<file path="config.mk">
export PLATFORM = sky130hd
export DESIGN_NAME = tanque_sim_flat
export DESIGN_NICKNAME = d
export VERILOG_FILES = /design/src/rtl/tanque_sim_if.sv /design/src/rtl/tanque_sim.sv /design/src/flat_wrapper.sv
export SDC_FILE = /design/constraint.sdc
export NUM_CORES = 1
export LEC_CHECK = 0
export CAP_MARGIN = 5
export CELL_PAD_IN_SITES_DETAIL_PLACEMENT = 1
export CELL_PAD_IN_SITES_GLOBAL_PLACEMENT = 2
export CORE_AREA = 3 3 64 66
export CTS_BUF_LIST = sky130_fd_sc_hd__clkbuf_2
export CTS_CLUSTER_SIZE = 8
export DETAILED_ROUTE_END_ITERATION = 10
export DIE_AREA = 0 0 67 69
export PLACE_DENSITY = 0.92
export SYNTH_ARGS = -nofsm -noshare
export SYNTH_HDL_FRONTEND = slang
export SYNTH_SLANG_ARGS = --single-unit
</file>
<file path="constraint.sdc">
create_clock -name ck -period 2.87 [get_ports ck]
set_clock_uncertainty 0.15 [all_clocks]
set_input_delay 0.574 -clock ck [delete_from_list [all_inputs] [get_ports ck]]
set_output_delay 0.574 -clock ck [all_outputs]
set_load 0.03 [all_outputs]
</file>
<file path="src/rtl/tanque_sim_if.sv">
// Tank emulator handshake bundle: pump/drain commands in, sensor and status out.
// Optional SENSOR_FALLA_EN adds the stuck-at injection controls.
interface tanque_sim_if #(
  parameter int LEVEL_W = 8
);
  logic               bomba_i;
  logic               consumo_i;
  logic               clr_i;
  logic [2:0]         sensores_o;
  logic [LEVEL_W-1:0] nivel_o;
  logic               desborde_o;
  logic               vacio_o;
  logic [1:0]         estado_o;
`ifdef SENSOR_FALLA_EN
  logic [2:0]         falla_i;
  logic [2:0]         falla_val_i;
`endif

  modport master (
    output bomba_i, consumo_i, clr_i,
`ifdef SENSOR_FALLA_EN
    output falla_i, falla_val_i,
`endif
    input  sensores_o, nivel_o, desborde_o, vacio_o, estado_o
  );

  modport slave (
    input  bomba_i, consumo_i, clr_i,
`ifdef SENSOR_FALLA_EN
    input  falla_i, falla_val_i,
`endif
    output sensores_o, nivel_o, desborde_o, vacio_o, estado_o
  );
endinterface

</file>
<file path="src/rtl/tanque_sim.sv">
// Tank-plant emulator: integrates pump/drain into a saturating level and drives
// thermometer sensors plus overflow/empty status. Optional macro: SENSOR_FALLA_EN.
module tanque_sim #(
  parameter int LEVEL_W    = 8,
  parameter int FILL_DIV   = 4,
  parameter int DRAIN_DIV  = 8,
  parameter int TH_LO      = 32,
  parameter int TH_MID     = 128,
  parameter int TH_HI      = 224,
  parameter int LEVEL_INIT = 0
) (
  input logic         ck,
  input logic         rst_i,
  tanque_sim_if.slave bus
);
  localparam int FW = (FILL_DIV  > 1) ? $clog2(FILL_DIV)  : 1;
  localparam int DW = (DRAIN_DIV > 1) ? $clog2(DRAIN_DIV) : 1;
  localparam logic [FW-1:0]      FILL_LAST  = FW'(FILL_DIV - 1);
  localparam logic [DW-1:0]      DRAIN_LAST = DW'(DRAIN_DIV - 1);
  localparam logic [LEVEL_W-1:0] LVL_INIT   = LEVEL_W'(LEVEL_INIT);
  localparam logic [LEVEL_W-1:0] LVL_TH_LO  = LEVEL_W'(TH_LO);
  localparam logic [LEVEL_W-1:0] LVL_TH_MID = LEVEL_W'(TH_MID);
  localparam logic [LEVEL_W-1:0] LVL_TH_HI  = LEVEL_W'(TH_HI);

  typedef enum logic [1:0] {
    REPOSO     = 2'd0,
    LLENANDO   = 2'd1,
    VACIANDO   = 2'd2,
    EQUILIBRIO = 2'd3
  } estado_t;

  estado_t            estado, estado_next;
  logic [FW-1:0]      fill_cnt;
  logic [DW-1:0]      drain_cnt;
  logic               fill_tick, drain_tick;
  logic [LEVEL_W-1:0] nivel, nivel_next;
  logic               desborde, desborde_next;
  logic [2:0]         sensores, sensores_next;
  logic               vacio;

  function automatic logic [2:0] termometro(input logic [LEVEL_W-1:0] l);
    return {l >= LVL_TH_HI, l >= LVL_TH_MID, l >= LVL_TH_LO};
  endfunction

  always_ff @(posedge ck or posedge rst_i) begin
    if (rst_i) estado <= REPOSO;
    else       estado <= estado_next;
  end

  always_comb begin
    estado_next = REPOSO;
    unique case ({bus.consumo_i, bus.bomba_i})
      2'b01:   estado_next = LLENANDO;
      2'b10:   estado_next = VACIANDO;
      2'b11:   estado_next = EQUILIBRIO;
      default: estado_next = REPOSO;
    endcase
  end

  assign fill_tick  = bus.bomba_i   && (fill_cnt  == FILL_LAST);
  assign drain_tick = bus.consumo_i && (drain_cnt == DRAIN_LAST);

  // Coincident fill and drain ticks cancel; saturation at either end holds the level.
  always_comb begin
    nivel_next    = nivel;
    desborde_next = bus.clr_i ? 1'b0 : desborde;
    if (fill_tick && !drain_tick) begin
      if (nivel == '1) desborde_next = 1'b1;
      else             nivel_next    = nivel + 1'b1;
    end else if (drain_tick && !fill_tick && nivel != '0) begin
      nivel_next = nivel - 1'b1;
    end
  end

  always_comb begin
    sensores_next = termometro(nivel_next);
`ifdef SENSOR_FALLA_EN
    sensores_next = (sensores_next & ~bus.falla_i) | (bus.falla_val_i & bus.falla_i);
`endif
  end

  always_ff @(posedge ck or posedge rst_i) begin
    if (rst_i) begin
      fill_cnt  <= '0;
      drain_cnt <= '0;
    end else begin
      if (!bus.bomba_i || fill_tick) fill_cnt  <= '0;
      else                           fill_cnt  <= fill_cnt + 1'b1;
      if (!bus.consumo_i || drain_tick) drain_cnt <= '0;
      else                              drain_cnt <= drain_cnt + 1'b1;
    end
  end

  always_ff @(posedge ck or posedge rst_i) begin
    if (rst_i) begin
      nivel    <= LVL_INIT;
      desborde <= 1'b0;
      sensores <= termometro(LVL_INIT);
      vacio    <= (LVL_INIT == '0);
    end else begin
      nivel    <= nivel_next;
      desborde <= desborde_next;
      sensores <= sensores_next;
      vacio    <= (nivel_next == '0);
    end
  end

  assign bus.nivel_o    = nivel;
  assign bus.desborde_o = desborde;
  assign bus.sensores_o = sensores;
  assign bus.vacio_o    = vacio;
  assign bus.estado_o   = estado;
endmodule

</file>
<file path="src/flat_wrapper.sv">
// flat-port wrapper written by rule: the top's interface ports become plain ports
module tanque_sim_flat 
#(
  parameter int LEVEL_W    = 8,
  parameter int FILL_DIV   = 4,
  parameter int DRAIN_DIV  = 8,
  parameter int TH_LO      = 32,
  parameter int TH_MID     = 128,
  parameter int TH_HI      = 224,
  parameter int LEVEL_INIT = 0
)
  (ck, rst_i, bus_bomba_i, bus_consumo_i, bus_clr_i, bus_sensores_o, bus_nivel_o, bus_desborde_o, bus_vacio_o, bus_estado_o);
  tanque_sim_if #(.LEVEL_W(LEVEL_W)) bus_i ();
  input logic ck;
  input logic rst_i;
  input wire logic [$bits(bus_i.bomba_i)-1:0] bus_bomba_i;
  input wire logic [$bits(bus_i.consumo_i)-1:0] bus_consumo_i;
  input wire logic [$bits(bus_i.clr_i)-1:0] bus_clr_i;
  output wire logic [$bits(bus_i.sensores_o)-1:0] bus_sensores_o;
  output wire logic [$bits(bus_i.nivel_o)-1:0] bus_nivel_o;
  output wire logic [$bits(bus_i.desborde_o)-1:0] bus_desborde_o;
  output wire logic [$bits(bus_i.vacio_o)-1:0] bus_vacio_o;
  output wire logic [$bits(bus_i.estado_o)-1:0] bus_estado_o;
  assign bus_i.bomba_i = bus_bomba_i;
  assign bus_i.consumo_i = bus_consumo_i;
  assign bus_i.clr_i = bus_clr_i;
  assign bus_sensores_o = bus_i.sensores_o;
  assign bus_nivel_o = bus_i.nivel_o;
  assign bus_desborde_o = bus_i.desborde_o;
  assign bus_vacio_o = bus_i.vacio_o;
  assign bus_estado_o = bus_i.estado_o;
  tanque_sim #(.LEVEL_W(LEVEL_W), .FILL_DIV(FILL_DIV), .DRAIN_DIV(DRAIN_DIV), .TH_LO(TH_LO), .TH_MID(TH_MID), .TH_HI(TH_HI), .LEVEL_INIT(LEVEL_INIT)) u_core (.ck(ck), .rst_i(rst_i), .bus(bus_i));
endmodule
</file>
Yosys cells after proc, flatten, opt, wreduce, memory -nomap -nowiden. Index checks and enable logic that the tools add are counted. W data, S select, Z words.

Logic and storage cells: 42. Bits in registers: 20. Output and inout bits: 15. Input bits: 5.

Mux-type cells: 9. $lt $le $gt $ge: 3. Eq/ne operators: 6. Reduce and logical (&&, ||, !) cells: 13. $add $sub $neg: 4.

Operators with widths (number): $mux W8 (3); $ge A8 B8 Y1 const B (2); $add A8 B1 Y8 const B (1); $eq A8 B8 Y1 const B (1); $ge A8 B6 Y1 const B (1); $logic_not A8 Y1 (1); $reduce_bool A8 Y1 (1); $sub A8 B1 Y8 const B (1); $eq A2 B2 Y1 const B (3); $pmux W2 S3 (1); $logic_and A1 B1 Y1 (5); $logic_not A1 Y1 (4); $add A3 B1 Y3 const B (1); $eq A3 B3 Y1 const B (1); $mux W1 (3); $mux W3 (1); $add A2 B1 Y2 const B (1); $eq A2 B1 Y1 const B (1); $logic_or A1 B1 Y1 (2); $mux W2 (1).

Longest topological paths before layout. Gate-level depths: netlist (run 1).

Depth after elaboration: 8. Mapped depth: 9.

Least setup slack after synthesis (run 1). No wires, ideal clock.

Kind: register -> register. Start point: reg u_core.nivel[0], in the netlist u_core.bus.nivel_o[0]. End point: reg u_core.vacio, in the netlist u_core.bus.vacio_o. Clock period less this slack: 2.404 ns. Arrival time: 2.162 ns. Buffers on the path: 1. Cell stages (with the launch flop): 10. Path slack: 0.466 ns. Setup time: 0.092 ns. Path through: dfrtp_1 > buf_2 > inv_1 > ha_1 > nor4b_4 > a211oi_1 > nor2b_1 > a211oi_1 > a211oi_1 > nor4bb_2.

Cells in the longest elaborated chain, start to end: 5. Elaborated cells on any way between the ends: 9. Classes of those cells: add/sub (2); eq/ne (1); mux (3); reduce/logical (3).

Ends and longest elaborated chain: start, declared (RTL line tanque_sim.sv:36) `logic [LEVEL_W-1:0] nivel, nivel_next;`; start signal, assigned (RTL line tanque_sim.sv:101) `nivel <= nivel_next;`; branches (longest 3 deep; another with $sub A8 B1 Y8); $mux W8 (*) (RTL line tanque_sim.sv:67) `if (fill_tick && !drain_tick) begin`; net u_core.nivel_next[1] (RTL line tanque_sim.sv:36); $logic_not A8 Y1 (*) (RTL line tanque_sim.sv:104) `vacio <= (nivel_next == '0);`; end signal, assigned (RTL line tanque_sim.sv:99) `vacio <= (LVL_INIT == '0);`; end signal, assigned (RTL line tanque_sim.sv:104); end, declared (RTL line tanque_sim.sv:39) `logic vacio;`.

Mark *: on every way through the listed nets, which the timed path passes.

Worst setup path after layout (run 1). Same ends and word-level chain as after synthesis.

==> summary.txt, run 1 <==
Vias in the first global route: 1037
Drt first pass iters: 4
Leak pwr: 0.637 nW
Routed vias: 1003
Max-cap viol count: 0
Combinational Power Share: 42.4%
Fin crit period: 2.57 ns
CP Class: reg2reg
CTS tree: built
Design area: 1510 sq um
Clock Pin Slew Worst Setup and Hold Paths: 0.20 ns
Post-Syn Area: 1260 sq um
EDFF count, synth: 0
Largest net degree at the start of global routing: 21
Setup Fix Bufs, Post-CTS: 0
Initial Util: 34.6%
Crit share post-route: 89.4%
Vias/cell: 5.39
Maximum clock rate: 390 MHz
R2r endpoint: u_core.bus.vacio_o
Clock Sinks: 20
Worst-margin pin slew: 0.759 ns
Antenna violations before repair: 0
Crit. End Element: flop
Hold path cells: 1
CTS buffer count: 3
Overall Power: 1.16 mW
Grt ovf: 0
# H-tree levels: 1
Yosys warns: 0
Placed inst area: 1470 sq um
RSZ-0062 raised after global routing: no
Distinct cells, synth: 47
Placer Congestion: 0.873
Slew margin rel.: 49.3%
Iter 0 DRT Violations: 25
Hold WC Path Type: reg2reg
Status: completed
Root buffer cell: clkbuf_2
Int Power: 665 uW
Min-delay src: u_core.fill_cnt[0]
Sequential element share of the synthesized area: 39.9%
Horiz. Die Dim: 67 um
Cell area power density: 769 nW/um^2
DR top layer: met4
Crit path launch type: flop
FF-to-FF setup slack: 0.30 ns
IO buf count: 19
Hold Violations, Final: 0
Synthesized flop and latch total: 20
Hold Path Sink: u_core.fill_cnt[0]
Clock share of power: 18.4%
Layout cells sized above 1: 15.9%
Final net count: 150
DP HPWL: 2380 um
Max rail drop VDD: 0.523 mV
I/O pins: 20
Overall routing resource usage: 14.8%
Final WL: 3040 um
Final setup fails: 0
Syn-to-layout area delta: 20.1%
DIE HEIGHT: 69 um
RR Startpoint: u_core.bus.nivel_o[0]
Cts hold-fix bufs: 0
Most used DFF post-synth: dfrtp_1
Arrival @ worst endpoint: 2.68 ns
Critical Path RT: 2.99 ns
Rows: 22
Die ar.: 4620 sq um
Syn_nets: 132
Post-CTS sizing: 0
Global-route wire length before repair: 5320 um
Met3 wire len: 115 um
Crit path max fanout: 9
Met2 wire length: 1510 um
Core ar.: 3630 sq um
NetSw: 497 uW
Hold slack: 0.309 ns
# diodes: 0
Avg WL per Cell: 16.3 um
Fin Setup TNS: 0 ns
Worst skew pair latency: 0.33 ns
Synth Area per Inst: 10.4 sq um
Final Max Slew Viols: 0
M1 wire length: 1370 um
DRC Markers: 0
Synth Instances: 121
Sw frac: 42.8%
Async set or reset register ratio after synthesis: 100%
DRT antenna net count: 0
Clock buffer depth: 2
Worst-case reg-to-reg path depth: 9
Part of the power in registers: 39.2%
sequential cells by signal (all words and copies together) (netlist names):
signal / flops
u_core.drain_cnt: 3
u_core.bus.desborde_o: 1
u_core.bus.estado_o: 2
u_core.fill_cnt: 2
u_core.bus.sensores_o: 3
u_core.bus.vacio_o: 1
u_core.bus.nivel_o: 8
how the worst max path moves through the flow:
stage,start,to,slack (ns),depth (start not counted)
floorplan,u_core.bus.nivel_o[0],u_core.bus.vacio_o,0.47,9
global placement,bus_bomba_i,u_core.bus.vacio_o,0.16,8
detailed placement,bus_consumo_i,u_core.bus.vacio_o,0.05,8
CTS,u_core.bus.nivel_o[0],u_core.bus.vacio_o,0.33,9
global route,u_core.bus.nivel_o[0],u_core.bus.vacio_o,0.14,9
finish,u_core.bus.nivel_o[0],u_core.bus.vacio_o,0.30,9
cells by family (layout without fill, tap and decap cells):
logic type | after synthesis | count (layout) | share of synthesized area [%]
compound gates | 24 | 24 | 15.5
xor+xnor | 5 | 5 | 3.48
fa+ha+maj | 6 | 6 | 5.96
buf+inv | 17 | 34 | 6.96
flops | 20 | 20 | 39.9
simple gates | 49 | 49 | 28.2
power groups by stage:
| stage | Combinational, mW | Clock, mW | Sequential (mW) |
|---|---|---|---|
| after global placement | 0.481 | 0 | 0.453 |
| after global routing | 0.537 | 0.229 | 0.470 |
| after floorplan | 0.343 | 0 | 0.469 |
| final | 0.492 | 0.214 | 0.455 |
| after CTS | 0.497 | 0.216 | 0.455 |
| after detailed placement | 0.493 | 0 | 0.460 |
per-layer routing:
metal	global-route usage, %	up-vias
met3	3.58	7
li1	-	469
met1	20.8	506
met2	23.0	21
met5	0	-
met4	2.70	0
cell type report:
| type | count | area [sq um] |
|---|---|---|
| clock buffers | 3 | 15.0 |
| clock inverters | 1 | 30.0 |
| inverters | 10 | 37.5 |
| fillers | 427 | 2120 |
| flip-flops and latches | 20 | 502 |
| multi-input cells | 84 | 669 |
| repair buffers | 20 | 198 |
| well taps | 48 | 60.1 |
metrics by stage:
stage	std cells	util [%]	setup slack, ns
2_1_floorplan	121	-	0.466
3_3_place_gp	182	40.4	0.161
3_5_place_dp	182	40.4	0.0493
4_1_cts	186	41.6	0.333
5_1_grt	186	41.6	0.139
6_report	186	41.6	0.304
placed cells by master (no fill, tap or decap), types with 3 or more instances in the layout:
master,count
a21oi_1,6
nor2_1,7
nand2_1,7
a211oi_1,3
and3b_1,3
xnor2_1,4
clkbuf_2,3
clkdlybuf4s50_1,19
or3_1,4
nor3_1,5
ha_1,6
dfrtp_1,19
inv_1,10
cells in the mapped netlist, types with 3 or more instances:
library cell / instances / area, sq um
or3_1: 4 / 25.0
ha_1: 6 / 75.1
dfrtp_1: 19 / 475
nor2_1: 7 / 26.3
inv_1: 10 / 37.5
nand2_1: 7 / 26.3
a21oi_1: 6 / 30.0
a211oi_1: 3 / 22.5
nor3_1: 5 / 25.0
and3b_1: 3 / 26.3
xnor2_1: 4 / 35.0
critical path, cell delays in order (launching register included):
cell	delay (ns)
dfrtp_1	0.56
inv_1	0.15
ha_1	0.23
nor4b_4	0.14
a211oi_1	0.26
buf_4	0.20
nor2b_1	0.14
a211oi_1	0.06
a211oi_1	0.51
nor4bb_2	0.12
(Power assumes the default switching activity.)
==> run 2: changes to the inputs <==
--- a/config.mk
+++ b/config.mk
@@ -8,12 +8,12 @@
 export CAP_MARGIN = 5
 export CELL_PAD_IN_SITES_DETAIL_PLACEMENT = 1
 export CELL_PAD_IN_SITES_GLOBAL_PLACEMENT = 2
-export CORE_AREA = 3 3 64 66
+export CORE_AREA = 3 3 62 64
 export CTS_BUF_LIST = sky130_fd_sc_hd__clkbuf_2
 export CTS_CLUSTER_SIZE = 8
 export DETAILED_ROUTE_END_ITERATION = 10
-export DIE_AREA = 0 0 67 69
-export PLACE_DENSITY = 0.92
+export DIE_AREA = 0 0 65 67
+export PLACE_DENSITY = 0.95
 export SYNTH_ARGS = -nofsm -noshare
 export SYNTH_HDL_FRONTEND = slang
 export SYNTH_SLANG_ARGS = --single-unit
==> constraint.sdc (replaced) <==
create_clock -name ck -period 3.15 [get_ports ck]
set_clock_uncertainty 0.15 [all_clocks]
set_input_delay 0.63 -clock ck [delete_from_list [all_inputs] [get_ports ck]]
set_output_delay 0.63 -clock ck [all_outputs]
set_load 0.03 [all_outputs]
==> summary.txt, run 2 (same netlist as run 1, synthesis figures left out) <==
Status: completed
Syn-to-layout area delta: 19.9%
CP bufs+invs: 1
I/O pins: 20
Final setup margin: 0.649 ns
Fin crit period: 2.50 ns
Final net count: 150
Horiz. Die Dim: 65 um
RSZ-0062 raised after global routing: no
Commonest cells after routing, fill and taps aside: 19 x clkdlybuf4s50_1, 19 x dfrtp_1, 10 x inv_1, 7 x nand2_1, 7 x nor2_1
Placer Congestion: 0.837
Grt ovf: 0
Pre-CTS setup slack: 0.338 ns
Rows: 21
Initial Util: 37.7%
DIE HEIGHT: 67 um
Root buffer cell: clkbuf_2
IO buf count: 19
Avg WL per Cell: 17.1 um
CTS buffer count: 3
CP Class: reg2out
Layout cells sized above 1: 15.9%
Arrival @ worst endpoint: 1.72 ns
Crit path max-delay family: buffers and inverters
Antenna violations before repair: 0
# diodes: 0
Fillers: 386
Clock Sinks: 20
RR Startpoint: u_core.bus.nivel_o[0]
Fin Setup TNS: 0 ns
Core ar.: 3340 sq um
Hold Path Sink: u_core.drain_cnt[0]
Iter 0 DRT Violations: 51
DRC Markers: 0
Overall routing resource usage: 15.7%
DP HPWL: 2310 um
Cell area power density: 702 nW/um^2
Crit. End Element: output port
Routed vias: 991
Worst-margin pin slew: 0.805 ns
Fin util: 45.2%
Die ar.: 4360 sq um
Crit share post-route: 79.4%
Worst skew pair latency: 0.34 ns
Max incr delay on CP: 0.75 ns
Hold path cells: 1
Leak pwr: 0.637 nW
Post-CTS sizing: 0
DRT antenna net count: 0
Largest net degree at the start of global routing: 21
Min-delay src: u_core.drain_cnt[0]
Slew margin rel.: 46.3%
Critical Path RT: 2.37 ns
Clock Pin Slew Worst Setup and Hold Paths: 0.19 ns
Vias/cell: 5.39
Vias in the first global route: 1056
Hold WC Path Type: reg2reg
Final WL: 3150 um
Critical Path, Cell by Cell: clkdlybuf4s50_1
Final Max Slew Viols: 0
Crit path max fanout: 11
CTS tree: built
Max-cap viol count: 0
Hold Violations, Final: 0
Clock buffer depth: 2
Max rail drop VDD: 0.488 mV
Global-route wire length before repair: 5200 um
Cts hold-fix bufs: 0
Worst-case reg-to-reg path depth: 9
Critical-path top delay cell: clkdlybuf4s50_1
Maximum clock rate: 400 MHz
Final setup fails: 0
Max FFs per register: 8
Crit path launch type: flop
R2r endpoint: u_core.bus.vacio_o
Drt first pass iters: 4
# H-tree levels: 1
FF-to-FF setup slack: 0.67 ns
Setup Fix Bufs, Post-CTS: 0
==> run 2: cell counts in the layout (fill, tap and decap cells not counted) <==
Identical to the previous run, type by type.
==> run 2: layout make-up <==
| cell class | count | area, sq um | area share, % |
|---|---|---|---|
| Inverter | 10 | 37.5 | 2.49 |
| Sequential cell | 20 | 502 | 33.3 |
| Tap cell | 46 | 57.6 | 3.81 |
| Multi-Input combinational cell | 84 | 669 | 44.4 |
| Timing Repair Buffer | 20 | 198 | 13.1 |
| Clock buffer | 3 | 15.0 | 0.995 |
| Clock inverter | 1 | 30.0 | 1.99 |
==> run 2: report_power, final <==
part / total (mW) / internal, mW / leakage, nW / switching [mW]
Sequential: 0.416 / 0.301 / 0.240 / 0.115
Clock: 0.195 / 0.110 / 0.0266 / 0.0854
Combinational: 0.449 / 0.197 / 0.371 / 0.253
Total: 1.06 / 0.607 / 0.637 / 0.453
==> run 2: through the flow <==
| step | cells | instance area (sq um) | power (mW) | hold WS, ns |
|---|---|---|---|---|
| 2_1_floorplan | 121 | 1260 | 0.739 | 0.264 |
| 4_1_cts | 184 | 1510 | 1.07 | 0.315 |
| 3_5_place_dp | 180 | 1460 | 0.863 | 0.293 |
| 6_report | 184 | 1510 | 1.06 | 0.313 |
| 5_1_grt | 184 | 1510 | 1.13 | 0.330 |
| 3_3_place_gp | 180 | 1460 | 0.836 | 0.275 |
==> run 2: metal layers <==
metal	share of wire (%)	vias up	global-route usage [%]
met4	0.76	0	5.28
li1	-	463	-
met5	0	-	0
met2	52	20	27.3
met1	45	504	19.2
met3	2.8	4	3.20
==> run 2: how the worst max path moves through the flow <==
| stage | to | slack, ns | start | cells after the start |
|---|---|---|---|---|
| final | bus_nivel_o[2] | 0.65 | u_core.bus.nivel_o[2] | 1 |
| after global routing | u_core.bus.vacio_o | 0.51 | u_core.bus.nivel_o[0] | 9 |
| after CTS | bus_nivel_o[2] | 0.62 | u_core.bus.nivel_o[2] | 1 |
| after detailed placement | u_core.bus.vacio_o | 0.34 | bus_bomba_i | 8 |
| after global placement | u_core.bus.vacio_o | 0.43 | bus_bomba_i | 7 |
| after floorplan | u_core.bus.vacio_o | 0.75 | u_core.bus.nivel_o[0] | 9 |
==> run 3: changes to the inputs <==
--- a/config.mk
+++ b/config.mk
@@ -8,12 +8,12 @@
 export CAP_MARGIN = 5
 export CELL_PAD_IN_SITES_DETAIL_PLACEMENT = 1
 export CELL_PAD_IN_SITES_GLOBAL_PLACEMENT = 2
-export CORE_AREA = 3 3 62 64
+export CORE_AREA = 3 3 67 69
 export CTS_BUF_LIST = sky130_fd_sc_hd__clkbuf_2
 export CTS_CLUSTER_SIZE = 8
 export DETAILED_ROUTE_END_ITERATION = 10
-export DIE_AREA = 0 0 65 67
-export PLACE_DENSITY = 0.95
+export DIE_AREA = 0 0 70 72
+export PLACE_DENSITY = 0.88
 export SYNTH_ARGS = -nofsm -noshare
 export SYNTH_HDL_FRONTEND = slang
 export SYNTH_SLANG_ARGS = --single-unit
==> constraint.sdc (replaced) <==
create_clock -name ck -period 2.3 [get_ports ck]
set_clock_uncertainty 0.15 [all_clocks]
set_input_delay 0.46 -clock ck [delete_from_list [all_inputs] [get_ports ck]]
set_output_delay 0.46 -clock ck [all_outputs]
set_load 0.03 [all_outputs]
==> summary.txt, run 3 (same netlist as run 1, synthesis figures left out) <==
Placer Congestion: 0.863
Commonest cells after routing, fill and taps aside: 29 x buf_4, 16 x clkdlybuf4s50_1, 14 x dfrtp_1, 10 x inv_1, 6 x nor2_1
DP HPWL: 2780 um
Crit path max fanout: 4
Clock Pin Slew Worst Setup and Hold Paths: 0.22 ns
CTS buffer count: 3
Antenna violations before repair: 0
Final Max Slew Viols: 0
Worst-case reg-to-reg path depth: 8
Die ar.: 5040 sq um
Drt first pass iters: 4
Hold WC Path Type: in2async
Final net count: 178
Fin crit period: 2.30 ns
Worst skew pair latency: 0.34 ns
FF-to-FF setup slack: 0.0009 ns
Max FFs per register: 8
RR Startpoint: u_core.bus.nivel_o[1]
CP Class: reg2reg
Clock Sinks: 20
DRC Markers: 0
Maximum clock rate: 435 MHz
Fin util: 45.4%
Fillers: 432
# H-tree levels: 1
Cts hold-fix bufs: 0
Crit path launch type: flop
Hold Violations, Final: 0
Core ar.: 3970 sq um
Worst-margin pin slew: 0.447 ns
Largest net degree at the start of global routing: 13
CTS tree: built
# diodes: 0
Horiz. Die Dim: 70 um
RSZ-0062 raised after global routing: yes
Iter 0 DRT Violations: 26
DRT antenna net count: 0
Critical Path RT: 2.42 ns
Overall routing resource usage: 14.7%
Crit share post-route: 100%
Crit. End Element: flop
Hold slack: 0.245 ns
Vias/cell: 5.05
Commonest non-fill, non-tap cell in the layout: buf_4
Leak pwr: 0.822 nW
Register area: 508 sq um
Arrival @ worst endpoint: 2.42 ns
Initial Util: 31.7%
Clock buffer depth: 2
Global-route wire length before repair: 5970 um
I/O pins: 20
Rows: 23
Setup crit start: u_core.bus.nivel_o[1]
Vias in the first global route: 1253
Avg WL per Cell: 17.5 um
Routed vias: 1090
Status: completed
Root buffer cell: clkbuf_2
Final WL: 3780 um
Grt ovf: 0
Cell area power density: 909 nW/um^2
R2r endpoint: u_core.bus.vacio_o
Max-cap viol count: 0
Multi-input gate area: 734 sq um
DIE HEIGHT: 72 um
IO buf count: 19
Syn-to-layout area delta: 43.2%
Max rail drop VDD: 0.468 mV
Final setup fails: 0
Layout cells sized above 1: 40.4%
Slew margin rel.: 70.1%
run 3: final cells by class:
type | instances | share of cell area, %
Timing Repair Buffer | 48 | 23.0
Multi-Input combinational cell | 84 | 40.7
Sequential cell | 20 | 28.2
Tap cell | 50 | 3.47
Clock inverter | 1 | 1.67
Clock buffer | 3 | 0.833
Inverter | 10 | 2.08
run 3: report_power, final:
group	leakage, nW	switching [mW]	internal, mW	total [mW]
Clock	0.0266	0.123	0.150	0.272
Sequential	0.233	0.124	0.420	0.544
Combinational	0.562	0.434	0.388	0.822
Total	0.822	0.681	0.958	1.64
run 3: worst max-delay path: stages (launching register included):
cell,delay (ns)
dfrtp_1,0.47
inv_1,0.10
ha_2,0.18
or4b_4,0.47
o2111ai_2,0.29
a2bb2oi_2,0.13
nor3_2,0.12
a31o_2,0.13
nor4bb_4,0.19
run 3: repair_timing:
item / in CTS / in global routing
endpoints found under the setup margin: 5 / 8
endpoints found under the hold margin: 0 / 0
gates resized for setup: 7 / 13
pin swaps: 1 / 5
setup buffers: 2 / 4
run 3: per-layer routing:
layer	wire [um]	track usage, %	up-vias
met1	1610	16.8	545
li1	-	-	521
met3	80	1.80	6
met5	0	0	-
met4	81	6.81	0
met2	2000	27.4	18
run 3: stage by stage:
step | setup slack, ns | cell area (sq um) | cells | setup TNS (ns) | power [mW]
finish | 0.000943 | 1800 | 216 | 0 | 1.64
floorplan | -0.0348 | 1260 | 121 | -0.0348 | 1.02
detailed placement | -0.198 | 1640 | 206 | -0.661 | 1.27
global route | -0.125 | 1800 | 216 | -0.139 | 1.73
CTS | 0.00758 | 1720 | 212 | 0 | 1.55
global placement | -0.136 | 1640 | 206 | -0.399 | 1.24
run 3: worst max path at each step:
stage | to | slack (ns) | cells past startpoint
2_1_floorplan | u_core.bus.vacio_o | -0.03 | 7
3_3_place_gp | u_core.bus.vacio_o | -0.14 | 7
3_5_place_dp | u_core.bus.vacio_o | -0.20 | 8
4_1_cts | u_core.bus.vacio_o | 0.008 | 8
5_1_grt | u_core.bus.vacio_o | -0.13 | 8
6_report | u_core.bus.vacio_o | 0.0009 | 8
==> edit 1, RTL diff (settings of run 3) <==
Make the reset (`rst_i`) synchronous in 3 clocked blocks.
--- a/src/rtl/tanque_sim.sv
+++ b/src/rtl/tanque_sim.sv
@@ -43,5 +43,5 @@
   endfunction
 
-  always_ff @(posedge ck or posedge rst_i) begin
+  always_ff @(posedge ck) begin
     if (rst_i) estado <= REPOSO;
     else       estado <= estado_next;
@@ -80,5 +80,5 @@
   end
 
-  always_ff @(posedge ck or posedge rst_i) begin
+  always_ff @(posedge ck) begin
     if (rst_i) begin
       fill_cnt  <= '0;
@@ -92,5 +92,5 @@
   end
 
-  always_ff @(posedge ck or posedge rst_i) begin
+  always_ff @(posedge ck) begin
     if (rst_i) begin
       nivel    <= LVL_INIT;
Function: differs if rst_i is asserted again (counterexample within 4 cycles, from zero or initial values and one cycle with rst_i high); with rst_i held inactive, the same outputs for 10 cycles.
==> edit 1 against run 3 <==
Design area shrank 13%. Cell count shrank 1.4%. Critical path type is now flop to output pin. Worst setup slack gained 0.10 ns. Fmax grew 4.7%. Area after synthesis shrank 11%. Routed wire length shrank 17%. Non-clock buffer count shrank 7. Sequential cell count is the same. First-iteration DRC count shrank 12%. Synthesized cell count grew 0.83%.
Power is not compared: it rests on default switching activity, and its combinational part moved more than twofold at a synthesized area within 25%.
==> edit 1: results (changes against run 3) <==
- Vias in the first global route: 1152 (-8.1%)
- Fraction of layout cells with a size suffix above 1: 23.3% (-17 points)
- Synth unique cells: 41 (-13%)
- Crit path max-delay family: buffers and inverters
- YS warnings: 0 (unchanged)
- Critical path's slowest cell: clkdlybuf4s50_1
- Initial antenna violation count: 0 (unchanged)
- DRT iter0 DRCs: 23 (-12%)
- Root Buffer: clkbuf_2
- Largest net degree at the start of global routing: 13 (unchanged)
- I/O Buffers: 19 (unchanged)
- DRT Wirelength: 3.15 mm (-17%)
- GP Congestion: 0.886 (+2.6%)
- Top post-synthesis cells by area: dfxtp_1, ha_1, nor2b_1
- Post-Synthesis Cells: 122 (+0.83%)
- Syn Nets: 133 (+0.76%)
- Final cell count without fillers: 213 (-1.4%)
- Antenna Cells: 0 (unchanged)
- Pre-antenna DRT Iters: 4 (unchanged)
- Synth Flop Type: dfxtp_1
- Global-route wire length before repair: 5.22 mm (-12%)
- Final setup viols: 0 (unchanged)
- Max Root-Sink Buffers: 2 (unchanged)
- Leakage Power: 0.688 nW
- Overall Global Routing Usage: 12.8% (-1.9 points)
- TritonCTS buffer count: 3 (unchanged)
- Critical path arrival: 1.59 ns (-0.83 ns)
- Post-CTS setup buffer count: 0 (-2)
- H-tree depth: 1 (unchanged)
- Clk Latency, worst-skew pair: 0.35 ns
- Slowest stage delay, CP: 0.73 ns (+0.26 ns)
- Max FO, Critical Path: 6 (+2)
- Worst-Margin Slew: 0.365 ns (-0.0825 ns)
- Status: complete, no violations
- Hold WC Path Type: flop to flop
- Placed cell areas: 1500 um2 (-8.4%)
- DP Wirelength: 2.53 mm (-8.9%)
- FFs w/ async S/R, synth: 0% (-100 points)
- Peak supply drop: around 0.27 mV
- Largest register FFs: 8 (unchanged)
- Synth cell count leaders: dfxtp_1, nor2_1, nor2b_1
- Nets: 175 (-1.7%)
- Post-synthesis sequential area ratio: 35.6% (-4.3 points)
- Via count: 1068 (-2.0%)
- Clock Pin Slew Worst Setup and Hold Paths: 0.23 ns
## edit 1: changes by cell type after synthesis, moves of 3 or more
cell / before / now
mux2i_1: 0 / 5
nor2b_1: 1 / 10
a21oi_1: 6 / 3
dfxtp_1: 0 / 20
xnor2_1: 4 / 1
nor2_1: 7 / 12
inv_1: 10 / 3
dfrtp_1: 19 / 0
## edit 1: repair_timing
action	4_1_cts	5_1_grt
pin swaps	0	1
gates resized for setup	1	4
cloned	0	0
setup endpoints to repair	1	7
## edit 1: final timing paths
kind	depth (start not counted)	slack (ns)	start	end
worst max register to register	8	0.13	u_core.bus.nivel_o[0]	u_core.bus.vacio_o
worst max-delay path	1	0.10	u_core.bus.nivel_o[5]	bus_nivel_o[5]
worst min register to register	1	0.29	u_core.drain_cnt[0]	u_core.drain_cnt[0]
worst min-delay path	1	0.29	u_core.drain_cnt[0]	u_core.drain_cnt[0]
## edit 1: logic make-up (layout without fill, tap and decap cells)
| logic type | Yosys count | after routing | share of synthesized area (%) |
|---|---|---|---|
| AOI/OAI and AO/OA | 18 | 18 | 12.3 |
| and+or+nand+nor | 62 | 62 | 32.6 |
| adders and majority gates | 6 | 6 | 6.67 |
| DFF | 20 | 20 | 35.6 |
| xor gates and xnor gates | 3 | 3 | 2.34 |
| buffers and inverters | 7 | 48 | 5.01 |
| muxes | 6 | 6 | 5.45 |
## edit 1: layer usage
layer,part of all wire [%],wire [um],up-vias,track usage (%)
met1,46,1440,522,15.5
li1,-,-,523,-
met5,0,0,-,0
met2,49,1560,17,22.7
met4,2.3,71,0,4.89
met3,2.5,78,6,2.35
## edit 1: worst register-to-register path, cell delays in order, from the launching register on
cell and delay [ns]:
dfxtp_4 0.39, inv_1 0.05, ha_1 0.22, nor3b_1 0.16, a211o_2 0.37, nor4b_2 0.26
a41oi_1 0.09, xor2_1 0.18, a41o_1 0.24
## edit 1: per-stage QoR
step | total power [mW] | setup slack [ns] | setup TNS [ns]
CTS | 0.748 | 0.0218 | 0
finish | 0.745 | 0.104 | 0
floorplan | 0.428 | 0.0153 | 0
global placement | 0.472 | -0.180 | -0.333
global route | 0.779 | 0.00219 | 0
detailed placement | 0.475 | -0.199 | -0.487
## edit 1: final cells by class
type	instances	area, um2
tap	50	62.6
inverter	3	11.3
clock inverter	1	30.0
fill	479	2410
timing repair buffer	41	359
clock buffer	3	15.0
sequential	20	405
multi-input combinational	95	681
## edit 1: report_power, final
part / switching (mW) / total [mW] / leakage [nW] / internal (mW)
Combinational: 0.0578 / 0.109 / 0.497 / 0.0512
Sequential: 0.00392 / 0.360 / 0.164 / 0.356
Clock: 0.126 / 0.276 / 0.0266 / 0.150
==> edit 2, RTL diff (settings of run 3) <==
Made on the original files. `FILL_DIV` is set to 4 in 2 places; all go to 2.
--- a/src/rtl/tanque_sim.sv
+++ b/src/rtl/tanque_sim.sv
@@ -3,5 +3,5 @@
 module tanque_sim #(
   parameter int LEVEL_W    = 8,
-  parameter int FILL_DIV   = 4,
+  parameter int FILL_DIV   = 2,
   parameter int DRAIN_DIV  = 8,
   parameter int TH_LO      = 32,
--- a/src/flat_wrapper.sv
+++ b/src/flat_wrapper.sv
@@ -3,5 +3,5 @@
 #(
   parameter int LEVEL_W    = 8,
-  parameter int FILL_DIV   = 4,
+  parameter int FILL_DIV   = 2,
   parameter int DRAIN_DIV  = 8,
   parameter int TH_LO      = 32,
Formal check against the unedited RTL: not equivalent (Yosys sat finds a counterexample within 4 cycles, from zero or initial values and one cycle with rst_i high).
==> edit 2 against run 3 <==
Routed wire length is 1.7% higher. Area after synthesis is 11% lower. Worst setup slack better by 0.0097 ns. Power is 0.89% lower. Sequential share of layout area is 0.99 points lower. Design area is 1.7% lower. Sequential cell count is 1 lower. Critical endpoint unchanged. Largest power group unchanged.
==> edit 2: results (changes against run 3) <==
- Overall Global Routing Usage: 16.2% (+1.5 points)
- Peak supply drop: 0.268 mV (-43%)
- Global-route wire length before repair: 6.28 mm (+5.2%)
- Leakage Power: 0.797 nW (-3.0%)
- ANT nets after route: 0 (unchanged)
- Max FO, Critical Path: 4 (unchanged)
- Drt wl/cell: 17.6 um (+0.81%)
- Net switching power: 706 uW (+3.7%)
- Syn Nets: 124 (-6.1%)
- Synth Flop Type: dfrtp_1
- Crit Path Class: flop to flop
- YS warnings: 0 (unchanged)
- Clk Latency, worst-skew pair: 0.34 ns (about the same)
- Post-synthesis sequential area ratio: 42.4% (+2.6 points)
- Status: complete, no violations
- Hold WC Path Type: input port to async pin
- I/O Buffers: 19 (unchanged)
- Root Buffer: clkbuf_2
- Initial antenna violation count: 0 (unchanged)
- Pre-antenna DRT Iters: 4 (unchanged)
- Antenna Cells: 0 (unchanged)
- Largest register FFs: 8 (unchanged)
- Top post-synthesis cells by area: dfrtp_1, ha_1, nand2_1
- Clock Pin Slew Worst Setup and Hold Paths: 0.19 ns (-0.03 ns)
- GP Congestion: 0.849 (-1.7%)
- Largest net degree at the start of global routing: 20 (+7)
- Max Root-Sink Buffers: 2 (unchanged)
- Vias in the first global route: 1239 (-1.1%)
- Placed cell areas: 1620 um2 (-1.1%)
- FF-to-FF Start: u_core.bus.nivel_o[1]
- Nets: 179 (+0.56%)
- Critical path arrival: 2.40 ns (-0.02 ns)
- Synth cell count leaders: dfrtp_1, nand2_1
- H-tree depth: 1 (unchanged)
- Fraction of layout cells with a size suffix above 1: 41.7% (+1.3 points)
- DP Wirelength: 2.85 mm (+2.7%)
- FFs w/ async S/R, synth: 100% (unchanged)
- Slew HR: 75.7% (+5.5 points)
- Vias per cell: 5.15 (+2.1%)
- Synth unique cells: 44 (-6.4%)
- TritonCTS buffer count: 3 (unchanged)
- DRT iter0 DRCs: 54 (+110%)
edit 2: cell count changes in the layout (fill, tap and decap cells not counted), sizes merged, moves of 2 or more:
cell / before / now
a31o: 2 / 0
nor2: 7 / 4
o21ai: 2 / 6
or3: 5 / 1
and4: 0 / 2
a211oi: 3 / 1
a31oi: 0 / 3
and2: 2 / 4
nor4: 2 / 0
and3: 1 / 4
buf: 29 / 37
nand2: 8 / 12
inv: 10 / 5
edit 2: layout make-up:
type / count / area (um2)
fill: 445 / 2200
multi-input combinational: 84 / 713
sequential: 19 / 482
timing repair buffer: 56 / 475
tap: 50 / 62.6
clock buffer: 4 / 20.0
inverter: 5 / 18.8
edit 2: power groups by stage:
stage | clock [mW] | combinational [mW] | sequential, mW
after floorplan | 0 | 0.348 | 0.600
after global placement | 0 | 0.845 | 0.479
after detailed placement | 0 | 0.886 | 0.486
after CTS | 0.160 | 0.943 | 0.481
after global routing | 0.177 | 1.06 | 0.493
final | 0.159 | 0.985 | 0.480
edit 2: path summary, 6_finish.rpt:
check	cells past startpoint	endpoint	slack [ns]
max	9	u_core.bus.vacio_o	0.01
min	3	u_core.bus.estado_o[1]	0.26
max reg2reg	9	u_core.bus.vacio_o	0.01
min reg2reg	1	u_core.fill_cnt	0.33
max in group asynchronous	3	u_core.bus.vacio_o	1.47
min in group ck	1	u_core.fill_cnt	0.33
edit 2: logic make-up (layout without fill, tap and decap cells):
group           after synthesis  count (layout)  synth area share (%)
compound gates               26              26                  16.7
xor+xnor                      4               4                  3.12
fa+ha+maj                     5               5                  5.57
buf+inv                      11              65                  4.57
flops                        19              19                  42.4
simple gates                 49              49                  27.6
edit 2: worst max-delay path, cell delays in order, from the launching register on:
cell and delay [ns]:
dfrtp_2 0.49, inv_2 0.09, ha_4 0.13, nor4b_4 0.32
buf_4 0.18, a211o_1 0.18, a221o_1 0.17, o21ai_2 0.06
o21bai_4 0.17, nor4b_2 0.27
edit 2: timing repair:
item	in CTS	in global routing
buffers inserted	5	1
endpoints found under the setup margin	8	7
gates resized for setup	14	9
pin swaps	9	4
hold endpoints to repair	0	0
edit 2: per-layer routing:
layer,vias up,track usage [%],part of all wire [%]
met3,6,2.49,2.3
li1,530,-,-
met5,-,0,0
met1,565,16.0,37
met4,0,5.74,1.8
met2,22,33.6,59
edit 2: per-stage QoR:
step | std cells | setup slack, ns
global placement | 208 | -0.286
finish | 218 | 0.0106
CTS | 217 | 0.00177
detailed placement | 208 | -0.393
global route | 218 | -0.156
floorplan | 114 | -0.0505
